==> config.mk <==
export PLATFORM = sky130hd
export DESIGN_NAME = sd_image_sched_flat
export DESIGN_NICKNAME = d
export VERILOG_FILES = /design/src/rtl/sd_image_sched_if.sv /design/src/rtl/sd_image_sched.sv /design/src/flat_wrapper.sv
export SDC_FILE = /design/constraint.sdc
export NUM_CORES = 1
export LEC_CHECK = 0
export CORE_ASPECT_RATIO = 1.2
export CORE_MARGIN = 2
export CORE_UTILIZATION = 53
export CTS_CLUSTER_DIAMETER = 150
export DETAILED_ROUTE_END_ITERATION = 6
export PLACE_DENSITY_LB_ADDON = 0.1
export SLEW_MARGIN = 20
export SYNTH_ARGS = -nofsm -noshare
export SYNTH_HDL_FRONTEND = slang
export SYNTH_SLANG_ARGS = --single-unit
==> constraint.sdc <==
create_clock -name SD_clk_ref -period 4 [get_ports SD_clk_ref]
set_input_delay 1.2 -clock SD_clk_ref [delete_from_list [all_inputs] [get_ports SD_clk_ref]]
set_output_delay 1.2 -clock SD_clk_ref [all_outputs]
set_load 0.05 [all_outputs]
==> src/rtl/sd_image_sched_if.sv <==
// Bundle of request, FIFO-level, SD command and status signals between the
// capture logic, the SD controller and the image scheduler.
interface sd_image_sched_if #(
    parameter int unsigned LEN_W = 10
);
    logic             sd_init_done;
    logic             save_req;
    logic             read_req;
    logic [LEN_W-1:0] wr_fifo_len;
    logic             wr_busy;
    logic             rd_busy;
    logic             wr_start_en;
    logic [31:0]      wr_sec_addr;
    logic             rd_start_en;
    logic [31:0]      rd_sec_addr;
    logic             wdata_sel;
    logic             wr_image_done;
    logic             rd_image_done;
    logic [2:0]       sched_state;

    modport master (
        input  sd_init_done, save_req, read_req, wr_fifo_len, wr_busy, rd_busy,
        output wr_start_en, wr_sec_addr, rd_start_en, rd_sec_addr, wdata_sel,
        output wr_image_done, rd_image_done, sched_state
    );

    modport slave (
        output sd_init_done, save_req, read_req, wr_fifo_len, wr_busy, rd_busy,
        input  wr_start_en, wr_sec_addr, rd_start_en, rd_sec_addr, wdata_sel,
        input  wr_image_done, rd_image_done, sched_state
    );
endinterface

==> src/rtl/sd_image_sched.sv <==
// Whole-image SD transfer sequencer: one single-sector command per step, saves
// take priority over reads, sector address advances per completed sector.
module sd_image_sched #(
    parameter int unsigned SECTORS_PER_IMAGE = 1200,
    parameter logic [31:0] WR_BASE_ADDR      = 32'd16000,
    parameter logic [31:0] RD_BASE_ADDR      = 32'd16000,
    parameter int unsigned SECTOR_WORDS      = 256,
    parameter int unsigned LEN_W             = 10
) (
    input logic              SD_clk_ref,
    input logic              sys_rst_n,
    sd_image_sched_if.master bus
);
    localparam int unsigned CNT_W =
        (SECTORS_PER_IMAGE > 1) ? $clog2(SECTORS_PER_IMAGE) : 1;
    localparam logic [CNT_W-1:0] LAST_SEC = CNT_W'(SECTORS_PER_IMAGE - 1);

    typedef enum logic [2:0] {
        StIdle   = 3'd0,
        StWrWait = 3'd1,
        StWrCmd  = 3'd2,
        StWrAck  = 3'd3,
        StWrRun  = 3'd4,
        StRdCmd  = 3'd5,
        StRdAck  = 3'd6,
        StRdRun  = 3'd7
    } state_e;

    state_e           r_state, w_state_nxt;
    logic [CNT_W-1:0] r_wr_cnt, w_wr_cnt_nxt;
    logic [CNT_W-1:0] r_rd_cnt, w_rd_cnt_nxt;
    logic             r_save_pend, w_save_pend_nxt;
    logic             r_read_pend, w_read_pend_nxt;
    logic             r_wr_busy, r_rd_busy;
    logic             r_wr_start, w_wr_start_nxt;
    logic             r_rd_start, w_rd_start_nxt;
    logic [31:0]      r_wr_addr, w_wr_addr_nxt;
    logic [31:0]      r_rd_addr, w_rd_addr_nxt;
    logic             r_wdata_sel, w_wdata_sel_nxt;
    logic             r_wr_done, w_wr_done_nxt;
    logic             r_rd_done, w_rd_done_nxt;

    logic             w_wr_fall, w_rd_fall;
    logic             w_wr_active, w_rd_active;
    logic             w_fifo_ready;
    logic [LEN_W-1:0] w_fifo_len;

    assign w_fifo_len   = bus.wr_fifo_len;
    assign w_fifo_ready = (32'(w_fifo_len) >= SECTOR_WORDS);
    assign w_wr_fall    = r_wr_busy & ~bus.wr_busy;
    assign w_rd_fall    = r_rd_busy & ~bus.rd_busy;
    assign w_wr_active  = r_state inside {StWrWait, StWrCmd, StWrAck, StWrRun};
    assign w_rd_active  = r_state inside {StRdCmd, StRdAck, StRdRun};

    always_comb begin
        w_state_nxt     = r_state;
        w_wr_cnt_nxt    = r_wr_cnt;
        w_rd_cnt_nxt    = r_rd_cnt;
        w_save_pend_nxt = r_save_pend;
        w_read_pend_nxt = r_read_pend;
        w_wr_start_nxt  = 1'b0;
        w_rd_start_nxt  = 1'b0;
        w_wr_addr_nxt   = r_wr_addr;
        w_rd_addr_nxt   = r_rd_addr;
        w_wdata_sel_nxt = r_wdata_sel;
        w_wr_done_nxt   = 1'b0;
        w_rd_done_nxt   = 1'b0;

        // A request for an image already in flight is dropped.
        if (bus.save_req && !w_wr_active) w_save_pend_nxt = 1'b1;
        if (bus.read_req && !w_rd_active) w_read_pend_nxt = 1'b1;

        if (r_state != StIdle && !bus.sd_init_done) begin
            w_state_nxt     = StIdle;
            w_wdata_sel_nxt = 1'b0;
            if (w_wr_active) w_wr_cnt_nxt = '0;
            else             w_rd_cnt_nxt = '0;
        end else begin
            unique case (r_state)
                StIdle: begin
                    if (bus.sd_init_done) begin
                        if (r_save_pend) begin
                            w_state_nxt     = StWrWait;
                            w_save_pend_nxt = 1'b0;
                            w_wdata_sel_nxt = 1'b1;
                        end else if (r_read_pend) begin
                            w_state_nxt     = StRdCmd;
                            w_read_pend_nxt = 1'b0;
                        end
                    end
                end
                StWrWait: begin
                    w_wdata_sel_nxt = 1'b1;
                    if (w_fifo_ready && !bus.wr_busy) w_state_nxt = StWrCmd;
                end
                StWrCmd: begin
                    w_wr_start_nxt = 1'b1;
                    w_wr_addr_nxt  = WR_BASE_ADDR + 32'(r_wr_cnt);
                    w_state_nxt    = StWrAck;
                end
                StWrAck: if (bus.wr_busy) w_state_nxt = StWrRun;
                StWrRun: begin
                    if (w_wr_fall) begin
                        if (r_wr_cnt == LAST_SEC) begin
                            w_wr_cnt_nxt    = '0;
                            w_wr_done_nxt   = 1'b1;
                            w_wdata_sel_nxt = 1'b0;
                            w_state_nxt     = StIdle;
                        end else begin
                            w_wr_cnt_nxt = r_wr_cnt + CNT_W'(1);
                            w_state_nxt  = StWrWait;
                        end
                    end
                end
                StRdCmd: begin
                    w_rd_start_nxt = 1'b1;
                    w_rd_addr_nxt  = RD_BASE_ADDR + 32'(r_rd_cnt);
                    w_state_nxt    = StRdAck;
                end
                StRdAck: if (bus.rd_busy) w_state_nxt = StRdRun;
                StRdRun: begin
                    if (w_rd_fall) begin
                        if (r_rd_cnt == LAST_SEC) begin
                            w_rd_cnt_nxt  = '0;
                            w_rd_done_nxt = 1'b1;
                            w_state_nxt   = StIdle;
                        end else begin
                            w_rd_cnt_nxt = r_rd_cnt + CNT_W'(1);
                            w_state_nxt  = StRdCmd;
                        end
                    end
                end
                default: w_state_nxt = StIdle;
            endcase
        end
    end

    always_ff @(posedge SD_clk_ref or negedge sys_rst_n) begin
        if (!sys_rst_n) begin
            r_state     <= StIdle;
            r_wr_cnt    <= '0;
            r_rd_cnt    <= '0;
            r_save_pend <= 1'b0;
            r_read_pend <= 1'b0;
            r_wr_busy   <= 1'b0;
            r_rd_busy   <= 1'b0;
            r_wr_start  <= 1'b0;
            r_rd_start  <= 1'b0;
            r_wr_addr   <= WR_BASE_ADDR;
            r_rd_addr   <= RD_BASE_ADDR;
            r_wdata_sel <= 1'b0;
            r_wr_done   <= 1'b0;
            r_rd_done   <= 1'b0;
        end else begin
            r_state     <= w_state_nxt;
            r_wr_cnt    <= w_wr_cnt_nxt;
            r_rd_cnt    <= w_rd_cnt_nxt;
            r_save_pend <= w_save_pend_nxt;
            r_read_pend <= w_read_pend_nxt;
            r_wr_busy   <= bus.wr_busy;
            r_rd_busy   <= bus.rd_busy;
            r_wr_start  <= w_wr_start_nxt;
            r_rd_start  <= w_rd_start_nxt;
            r_wr_addr   <= w_wr_addr_nxt;
            r_rd_addr   <= w_rd_addr_nxt;
            r_wdata_sel <= w_wdata_sel_nxt;
            r_wr_done   <= w_wr_done_nxt;
            r_rd_done   <= w_rd_done_nxt;
        end
    end

    assign bus.wr_start_en   = r_wr_start;
    assign bus.wr_sec_addr   = r_wr_addr;
    assign bus.rd_start_en   = r_rd_start;
    assign bus.rd_sec_addr   = r_rd_addr;
    assign bus.wdata_sel     = r_wdata_sel;
    assign bus.wr_image_done = r_wr_done;
    assign bus.rd_image_done = r_rd_done;
    assign bus.sched_state   = r_state;
endmodule

==> src/flat_wrapper.sv <==
// flat-port wrapper written by rule: the top's interface ports become plain ports
module sd_image_sched_flat 
#(
    parameter int unsigned SECTORS_PER_IMAGE = 1200,
    parameter logic [31:0] WR_BASE_ADDR      = 32'd16000,
    parameter logic [31:0] RD_BASE_ADDR      = 32'd16000,
    parameter int unsigned SECTOR_WORDS      = 256,
    parameter int unsigned LEN_W             = 10
)
  (SD_clk_ref, sys_rst_n, bus_sd_init_done, bus_save_req, bus_read_req, bus_wr_fifo_len, bus_wr_busy, bus_rd_busy, bus_wr_start_en, bus_wr_sec_addr, bus_rd_start_en, bus_rd_sec_addr, bus_wdata_sel, bus_wr_image_done, bus_rd_image_done, bus_sched_state);
  sd_image_sched_if #(.LEN_W(LEN_W)) bus_i ();
  input logic SD_clk_ref;
  input logic sys_rst_n;
  input wire logic [$bits(bus_i.sd_init_done)-1:0] bus_sd_init_done;
  input wire logic [$bits(bus_i.save_req)-1:0] bus_save_req;
  input wire logic [$bits(bus_i.read_req)-1:0] bus_read_req;
  input wire logic [$bits(bus_i.wr_fifo_len)-1:0] bus_wr_fifo_len;
  input wire logic [$bits(bus_i.wr_busy)-1:0] bus_wr_busy;
  input wire logic [$bits(bus_i.rd_busy)-1:0] bus_rd_busy;
  output wire logic [$bits(bus_i.wr_start_en)-1:0] bus_wr_start_en;
  output wire logic [$bits(bus_i.wr_sec_addr)-1:0] bus_wr_sec_addr;
  output wire logic [$bits(bus_i.rd_start_en)-1:0] bus_rd_start_en;
  output wire logic [$bits(bus_i.rd_sec_addr)-1:0] bus_rd_sec_addr;
  output wire logic [$bits(bus_i.wdata_sel)-1:0] bus_wdata_sel;
  output wire logic [$bits(bus_i.wr_image_done)-1:0] bus_wr_image_done;
  output wire logic [$bits(bus_i.rd_image_done)-1:0] bus_rd_image_done;
  output wire logic [$bits(bus_i.sched_state)-1:0] bus_sched_state;
  assign bus_i.sd_init_done = bus_sd_init_done;
  assign bus_i.save_req = bus_save_req;
  assign bus_i.read_req = bus_read_req;
  assign bus_i.wr_fifo_len = bus_wr_fifo_len;
  assign bus_i.wr_busy = bus_wr_busy;
  assign bus_i.rd_busy = bus_rd_busy;
  assign bus_wr_start_en = bus_i.wr_start_en;
  assign bus_wr_sec_addr = bus_i.wr_sec_addr;
  assign bus_rd_start_en = bus_i.rd_start_en;
  assign bus_rd_sec_addr = bus_i.rd_sec_addr;
  assign bus_wdata_sel = bus_i.wdata_sel;
  assign bus_wr_image_done = bus_i.wr_image_done;
  assign bus_rd_image_done = bus_i.rd_image_done;
  assign bus_sched_state = bus_i.sched_state;
  sd_image_sched #(.SECTORS_PER_IMAGE(SECTORS_PER_IMAGE), .WR_BASE_ADDR(WR_BASE_ADDR), .RD_BASE_ADDR(RD_BASE_ADDR), .SECTOR_WORDS(SECTOR_WORDS), .LEN_W(LEN_W)) u_core (.SD_clk_ref(SD_clk_ref), .sys_rst_n(sys_rst_n), .bus(bus_i));
endmodule
## Word-level counts from Yosys, hierarchy flattened

Cells that the tools add are included.

- Input port bits: 17
- Logic and storage cells: 118
- Output and inout bits: 72
- Register bits: 98

- Reduce and logical (&&, ||, !) cells: 23
- Order comparisons: 1
- Eq/ne operators: 20
- Bitwise gates (word level): 5
- Mux-type cells: 51
- $add $sub $neg: 4

Operator list:

| operator | count |
|---|---|
| two-way mux 11 bit | 10 |
| adder 14 x 11 -> 15 bit, first input constant | 2 |
| two-way mux 3 bit | 10 |
| two-way mux 1 bit | 29 |
| case mux 3 bit (8 select lines) | 1 |
| adder 11 x 1 -> 11 bit, second input constant | 2 |
| equality test 11 bit, second input constant | 2 |
| equality test 3 bit, second input constant | 4 |
| inequality test 3 bit, second input constant | 4 |
| >= comparator 10 x 9 -> 1 bit, second input constant | 1 |
| inequality test 3 x 2 -> 1 bit, second input constant | 3 |
| nonzero test 2 bit | 4 |
| nonzero test 4 bit | 2 |
| AND reduction 7 bit | 1 |
| equality test 3 x 2 -> 1 bit, second input constant | 2 |
| AND reduction 3 bit | 2 |
| nonzero test 3 bit | 2 |
| AND reduction 5 bit | 1 |
| logical AND 1 bit | 4 |
| zero test 1 bit | 4 |
| inequality test 4 x 1 -> 1 bit, second input constant | 1 |
| AND reduction 2 bit | 2 |
| equality test 3 x 1 -> 1 bit, second input constant | 1 |
| zero test 3 bit | 1 |
| 6 further kinds | 9 |

## Logic depth before layout (Yosys ltp)

Gate-level depths: netlist of the first run.

- Depth after elaboration: 10
- Gate-level depth with buffers: 7
- Gate-level depth less buffers: 6

## Worst setup path before layout of the first run

OpenSTA, ideal clock, no wires.

- Kind: input-to-reg
- From: input bus_sd_init_done
- To: register u_core.r_rd_addr[12], in the netlist u_core.bus.rd_sec_addr[12]
- Stages on the path: 5
- Arrival: 2.332 ns
- Library setup time: 0.060 ns
- Required time: 3.940 ns
- Buffers on the path: 1
- Slack: 1.608 ns
- Path through: buf_2 > nand2_1 > or3_1 > a2111oi_0 > a21o_1

- Cells in the longest elaborated chain, start to end: 4

RTL lines:

| item | line | source |
|---|---|---|
| from (decl) | flat_wrapper.sv:14 | `input wire logic [$bits(bus_i.sd_init_done)-1:0] bus_sd_init_done;` |
| zero test 1 bit | sd_image_sched.sv:73 | `if (r_state != StIdle && !bus.sd_init_done) begin` |
| logical AND 1 bit | sd_image_sched.sv:73 |  |
| NOT 1 bit (no source line) | -- |  |
| AND reduction 2 bit (no source line) | -- |  |
| to (signal assigned) | sd_image_sched.sv:165 | `r_rd_addr <= w_rd_addr_nxt;` |
| to (decl) | sd_image_sched.sv:38 | `logic [31:0] r_rd_addr, w_rd_addr_nxt;` |

No other way between the ends.
A chain may end at the register's enable or synchronous reset.

## Final worst setup path of the first run

- From: register u_core.r_state[1], in the netlist u_core.bus.sched_state[1]
- To: output bus_sched_state[1]

RTL lines:

| item | line | source |
|---|---|---|
| from (decl) | sd_image_sched.sv:29 | `state_e r_state, w_state_nxt;` |
| from (signal assigned) | sd_image_sched.sv:140 | `r_state <= StIdle;` |
| from (signal assigned) | sd_image_sched.sv:155 | `r_state <= w_state_nxt;` |
| to (decl) | flat_wrapper.sv:27 | `output wire logic [$bits(bus_i.sched_state)-1:0] bus_sched_state;` |

No word-level cell between the ends.

==> flow_summary.json, run 1 <==
{
  "synth_top_family_by_area": "compound AO/OA/AOI/OAI gates",
  "root_buffer": "clkbuf_8",
  "finalPower_mw": 2.88,
  "clock_sinks": 62,
  "cpMaxStageDelayCell": "clkdlybuf4s50_1",
  "grt.overflow.total": 0,
  "first_pass_iters": 4,
  "grt_pass1_wl_mm": 11.9,
  "p_per_area_nw_per_um2": 727,
  "syn_area_sq_um": 3380,
  "crit_buf_inv": 1,
  "yosysWarningCount": 0,
  "route.detailed.drc": 0,
  "yosys-top-cells-count": "nand2_1 (68), dfrtp_1 (52), o21ai_0 (38)",
  "p_int_mw": 1.59,
  "outcome": "complete, no violations",
  "cp-end-kind": "output pin",
  "clock_latency_ns": 0.34,
  "io-pin-count": 89,
  "fp.dieH_microns": 91.5,
  "async_reset_ff_share_pct": 100,
  "synth_top_flop_cell": "dfrtp_1",
  "htree_levels": 3,
  "track_usage_pct": 20.8,
  "die_w_microns": 76.9,
  "cp-start-kind": "flop",
  "wl_per_cell_microns": 13.8,
  "via_per_inst": 5.37,
  "combPwrFrac_pct": 45.3,
  "synthMuxAreaShare_pct": 3.26,
  "hold_viol": 0,
  "setup_viol": 0,
  "dieArea_sq_um": 7030,
  "fillers": 537,
  "ys_ff_latch": 62,
  "post_cts_buffers": 0,
  "yosysSeqAreaShare_pct": 46.3,
  "io_buffer_count": 46,
  "finalCriticalPeriod_ns": 3.18,
  "routed_wl_mm": 6.71,
  "arrival_ns": 1.98,
  "grt_pass1_vias": 2522,
  "tightest_slew_ns": 0.673,
  "pwr-share-clk_pct": 20.1,
  "initial_core_util_pct": 55.5,
  "synthCells": 357,
  "cp.required_ns": 2.80,
  "drive_above_1_share_pct": 12.8,
  "slew_violations": 0,
  "antenna_found_initial": 0,
  "drtIter0Drc": 154,
  "syn2layout_area_growth_pct": 17.4,
  "cp_cell_sequence": "clkdlybuf4s50_1",
  "antenna_cells": 0,
  "synth.most_common_cell": "nand2_1",
  "cp_max_fo": 18,
  "fin_crit_sh_pct": 79.4,
  "rows": 31,
  "switching_share_pct": 44.8,
  "yosys.area_share.simple_pct": 17.9,
  "synth-compound-area-share_pct": 18.3,
  "drt.antenna.violating_nets": 0,
  "path_class": "reg2out",
  "avgSynthCellArea_sq_um": 9.46,
  "ctsHoldBuffers": 0,
  "holdCritPathClass": "reg2reg",
  "routabilityCongestion": 0.842,
  "dp_hpwl_mm": 4.67,
  "fin_tns_setup_ns": 0,
  "yosys.area_share.adder_pct": 2.22,
  "coreArea_sq_um": 6090,
  "skew_ns": 0.00940,
  "cts_tree": "done",
  "synth_area_leader_cell": "dfrtp_1",
  "grt_max_degree": 28,
  "fmax_mhz": 315,
  "cts-resized-gates": 0,
  "synth-edff-count": 0,
  "critPathTopFamily": "buffers and inverters",
  "synth_area_leaders": "dfrtp_1 (39%), buf_4 (8.2%), dfstp_2 (7.8%)",
  "grt_setup_unrepaired": "false",
  "peakVddDrop_mv": 0.516,
  "maxCapViolCount": 0,
  "cpPeakStageDelay_ns": 0.91,
  "synth_cell_types": 54,
  "slew-limit-headroom_pct": 54.8,
  "cts_buffers": 9,
  "p_sw_mw": 1.29,
  "synth_xor_xnor_area_share_pct": 0.778,
  "p_seq_share_pct": 34.5,
  "clk_pin_slew_worst_paths_ns": 0.07,
  "leakagePower_nw": 1.74,
  "synth_top_cell_area_share_pct": 38.5,
  "nNetsFinal": 423,
  "vias": 2616,
  "clockBufferDepth": 2
}
==> power groups by stage <==
stage | registers [mW] | clock network [mW] | logic [mW]
6_report | 0.996 | 0.580 | 1.31
5_1_grt | 1.03 | 0.618 | 1.41
4_1_cts | 0.994 | 0.591 | 1.32
3_5_place_dp | 1.01 | 0 | 1.31
3_3_place_gp | 1.00 | 0 | 1.29
2_1_floorplan | 1.31 | 0 | 0.683
==> cell usage in the layout (no fill, tap or decap), drive strengths merged, types with 2 or more instances in the layout <==
cell type and instances:
nand2 68, dfrtp 52, clkdlybuf4s50 45, o21ai 43, conb 34, nor2 14
clkbuf 13, nand3 12, nor3 11, dfstp 10, inv 8, a21oi 8
mux2 8, o31ai 7, ha 6, buf 6, o41ai 5, nand2b 4
o22ai 4, a31oi 3, nor2b 3, xor2 3, nand4bb 2, nand4 2
a22oi 2, o32ai 2, a22o 2, mux2i 2, a211oi 2, a2111oi 2
a21o 2, clkinv 2
==> path summary, 6_finish.rpt <==
path | end | slack [ns] | cells past startpoint | startpoint
max | bus_sched_state[1] | 0.82 | 1 | u_core.bus.sched_state[1]
min | u_core.bus.rd_sec_addr[9] | 0.48 | 2 | u_core.bus.rd_sec_addr[9]
max reg2reg | u_core.r_rd_cnt[5] | 1.78 | 5 | u_core.bus.sched_state[2]
min reg2reg | u_core.bus.rd_sec_addr[9] | 0.48 | 2 | u_core.bus.rd_sec_addr[9]
max in group asynchronous | u_core.bus.wr_sec_addr[13] | 2.37 | 2 | sys_rst_n
min in group asynchronous | u_core.r_rd_cnt[1] | 0.87 | 1 | sys_rst_n
==> per-layer routing <==
metal,wire [microns],vias to the layer above,track usage (%),part of all wire [%]
met1,3000,1276,26.6,45
met2,3390,53,34.6,50
met3,240,10,4.77,3.6
met5,0,-,0,0
li1,-,1277,-,-
met4,81,0,7.42,1.2
==> through the flow <==
step	cells	worst slack, ns	util, %	area [sq um]	hold WS (ns)
final	487	0.822	65.1	3970	0.476
after global routing	487	0.746	65.1	3970	0.495
after CTS	487	0.825	65.1	3970	0.482
after floorplan	390	1.61	-	3500	0.445
after detailed placement	471	1.01	61.6	3750	0.465
after global placement	471	1.05	61.6	3750	0.458
==> state kept, by name, summed over array words and instances, names as in the netlist, 3 cells and up <==
| signal | cells |
|---|---|
| u_core.bus.sched_state | 3 |
| u_core.bus.rd_sec_addr | 14 |
| u_core.bus.wr_sec_addr | 14 |
| u_core.r_rd_cnt | 11 |
| u_core.r_wr_cnt | 11 |
==> layout make-up <==
type,count,area [sq um],area share [%]
multi-input cells,267,1560,39.4
clock buffers,13,169,4.26
inverters,9,33.8,0.852
flip-flops and latches,62,1560,39.4
well taps,82,103,2.59
repair buffers,51,493,12.4
clock inverters,3,42.5,1.07
==> cell families (layout without fill, tap and decap cells) <==
| kind of cell | Yosys count | count (layout) |
|---|---|---|
| DFF | 62 | 62 |
| muxes | 10 | 10 |
| other | 1 | 34 |
| buffers and inverters | 61 | 76 |
| adders and majority gates | 6 | 6 |
| and+or+nand+nor | 124 | 124 |
| AOI/OAI and AO/OA | 90 | 90 |
| xor gates and xnor gates | 3 | 3 |
No activity file was read; power rests on OpenSTA's default activity.
==> run 2: changes to the inputs <==
CORE_UTILIZATION = 44   (was 53)
clock period = 2.6 ns   (was 4 ns; I/O delays follow)
==> run 2 against run 1 <==
Net effect: count of clock-buffer cells in the layout down 2; final cell count up 3.9%; critical path depth unchanged; total power up 59%; largest power group unchanged.
==> flow_summary.json, run 2 (synthesis gave the netlist of run 1 again) <==
{
  "root_buffer": "clkbuf_8",
  "routed_wl_mm": 6.86,
  "grt_pass1_vias": 2438,
  "grt.overflow.total": 0,
  "cpMaxStageDelayCell": "clkdlybuf4s50_1",
  "initial_core_util_pct": 44.6,
  "cp.required_ns": 1.82,
  "cts_tree": "done",
  "holdCritPathClass": "in2async",
  "cp-start-kind": "flop",
  "clock_sinks": 62,
  "grt_pass1_wl_mm": 11.3,
  "antenna_cells": 0,
  "first_pass_iters": 6,
  "ctsHoldBuffers": 0,
  "layout_commonest_cell": "nand2_1",
  "p_per_area_nw_per_um2": 1130,
  "track_usage_pct": 16.8,
  "grt_setup_unrepaired": "false",
  "slew_violations": 0,
  "fin_crit_sh_pct": 95.0,
  "leakagePower_nw": 1.80,
  "worst_slack_ns": 0.130,
  "die_w_microns": 84.0,
  "drive_above_1_share_pct": 15.7,
  "antenna_found_initial": 0,
  "drt.antenna.violating_nets": 0,
  "path_class": "reg2out",
  "cp-end-kind": "output pin",
  "nNetsFinal": 432,
  "rows": 35,
  "fp.dieH_microns": 100,
  "drtIter0Drc": 133,
  "routabilityCongestion": 0.827,
  "io-pin-count": 89,
  "dp_slack_ns": 0.134,
  "post_cts_buffers": 0,
  "io_buffer_count": 46,
  "crit_buf_inv": 1,
  "setup_viol": 0,
  "wl_per_cell_microns": 13.6,
  "clockBufferDepth": 2,
  "coreArea_sq_um": 7580,
  "outcome": "complete, no violations",
  "fmax_mhz": 405,
  "cp_cell_sequence": "clkdlybuf4s50_1",
  "cpPeakStageDelay_ns": 0.80,
  "htree_levels": 3,
  "grt_max_degree": 63,
  "dieArea_sq_um": 8400,
  "route.detailed.drc": 0,
  "skew_ns": 0.00422,
  "syn2layout_area_growth_pct": 20.5,
  "via_per_inst": 5.17,
  "clock_latency_ns": 0.35,
  "slew-limit-headroom_pct": 58.8,
  "cp_max_fo": 3,
  "clk_pin_slew_worst_paths_ns": 0.07,
  "finalCriticalPeriod_ns": 2.47,
  "critPathTopFamily": "buffers and inverters",
  "cts-resized-gates": 0,
  "arrival_ns": 1.69,
  "hold_viol": 0,
  "peakVddDrop_mv": 0.763,
  "vias": 2617,
  "layout_common_cells": "nand2_1 (68), dfrtp_1 (52), clkdlybuf4s50_1 (42)",
  "dp_hpwl_mm": 4.79,
  "fin_tns_setup_ns": 0,
  "fin_hold_ws_ns": 0.438,
  "cts_buffers": 9,
  "maxCapViolCount": 0,
  "tightest_slew_ns": 0.618
}
## run 2: power by group
part           internal (mW)  switching, mW  total, mW  leakage, nW
Clock                  0.592          0.394      0.986        0.116
Sequential              1.25          0.245       1.50        0.797
Combinational          0.718           1.39       2.11        0.885
## run 2: final timing paths
kind	startpoint	to	slack, ns	depth (start not counted)
worst max register to register	u_core.bus.sched_state[0]	u_core.r_rd_cnt[10]	0.57	6
min in group SD_clk_ref	u_core.bus.rd_sec_addr[4]	u_core.bus.rd_sec_addr[4]	0.47	2
worst min-delay path	sys_rst_n	u_core.r_rd_cnt[10]	0.44	2
max in group asynchronous	sys_rst_n	u_core.bus.wr_sec_addr[12]	1.85	2
worst max-delay path	u_core.bus.wr_sec_addr[13]	bus_wr_sec_addr[13]	0.13	1
worst min register to register	u_core.bus.rd_sec_addr[4]	u_core.bus.rd_sec_addr[4]	0.47	2
## run 2: area by class of cell
cell class	count	area [sq um]
Fill cell	700	3500
Sequential cell	62	1560
Multi-Input combinational cell	267	1560
Timing Repair Buffer	60	566
Clock buffer	11	151
Tap cell	92	115
Clock inverter	5	81.3
Inverter	9	33.8
## run 2: per-stage QoR
| stage | cell area, sq um | util (%) | cells | total power, mW |
|---|---|---|---|---|
| floorplan | 3500 | - | 390 | 3.07 |
| global placement | 3840 | 50.7 | 490 | 3.60 |
| detailed placement | 3840 | 50.7 | 490 | 3.62 |
| CTS | 4070 | 53.7 | 506 | 4.62 |
| global route | 4070 | 53.7 | 506 | 4.84 |
| finish | 4070 | 53.7 | 506 | 4.59 |
## run 2: routing by layer
layer | up-vias | GRT usage (%) | part of all wire, %
met2 | 69 | 28.0 | 50
met5 | - | 0 | 0
li1 | 1299 | - | -
met3 | 8 | 3.95 | 4.3
met1 | 1241 | 20.5 | 45
met4 | 0 | 8.19 | 1.5
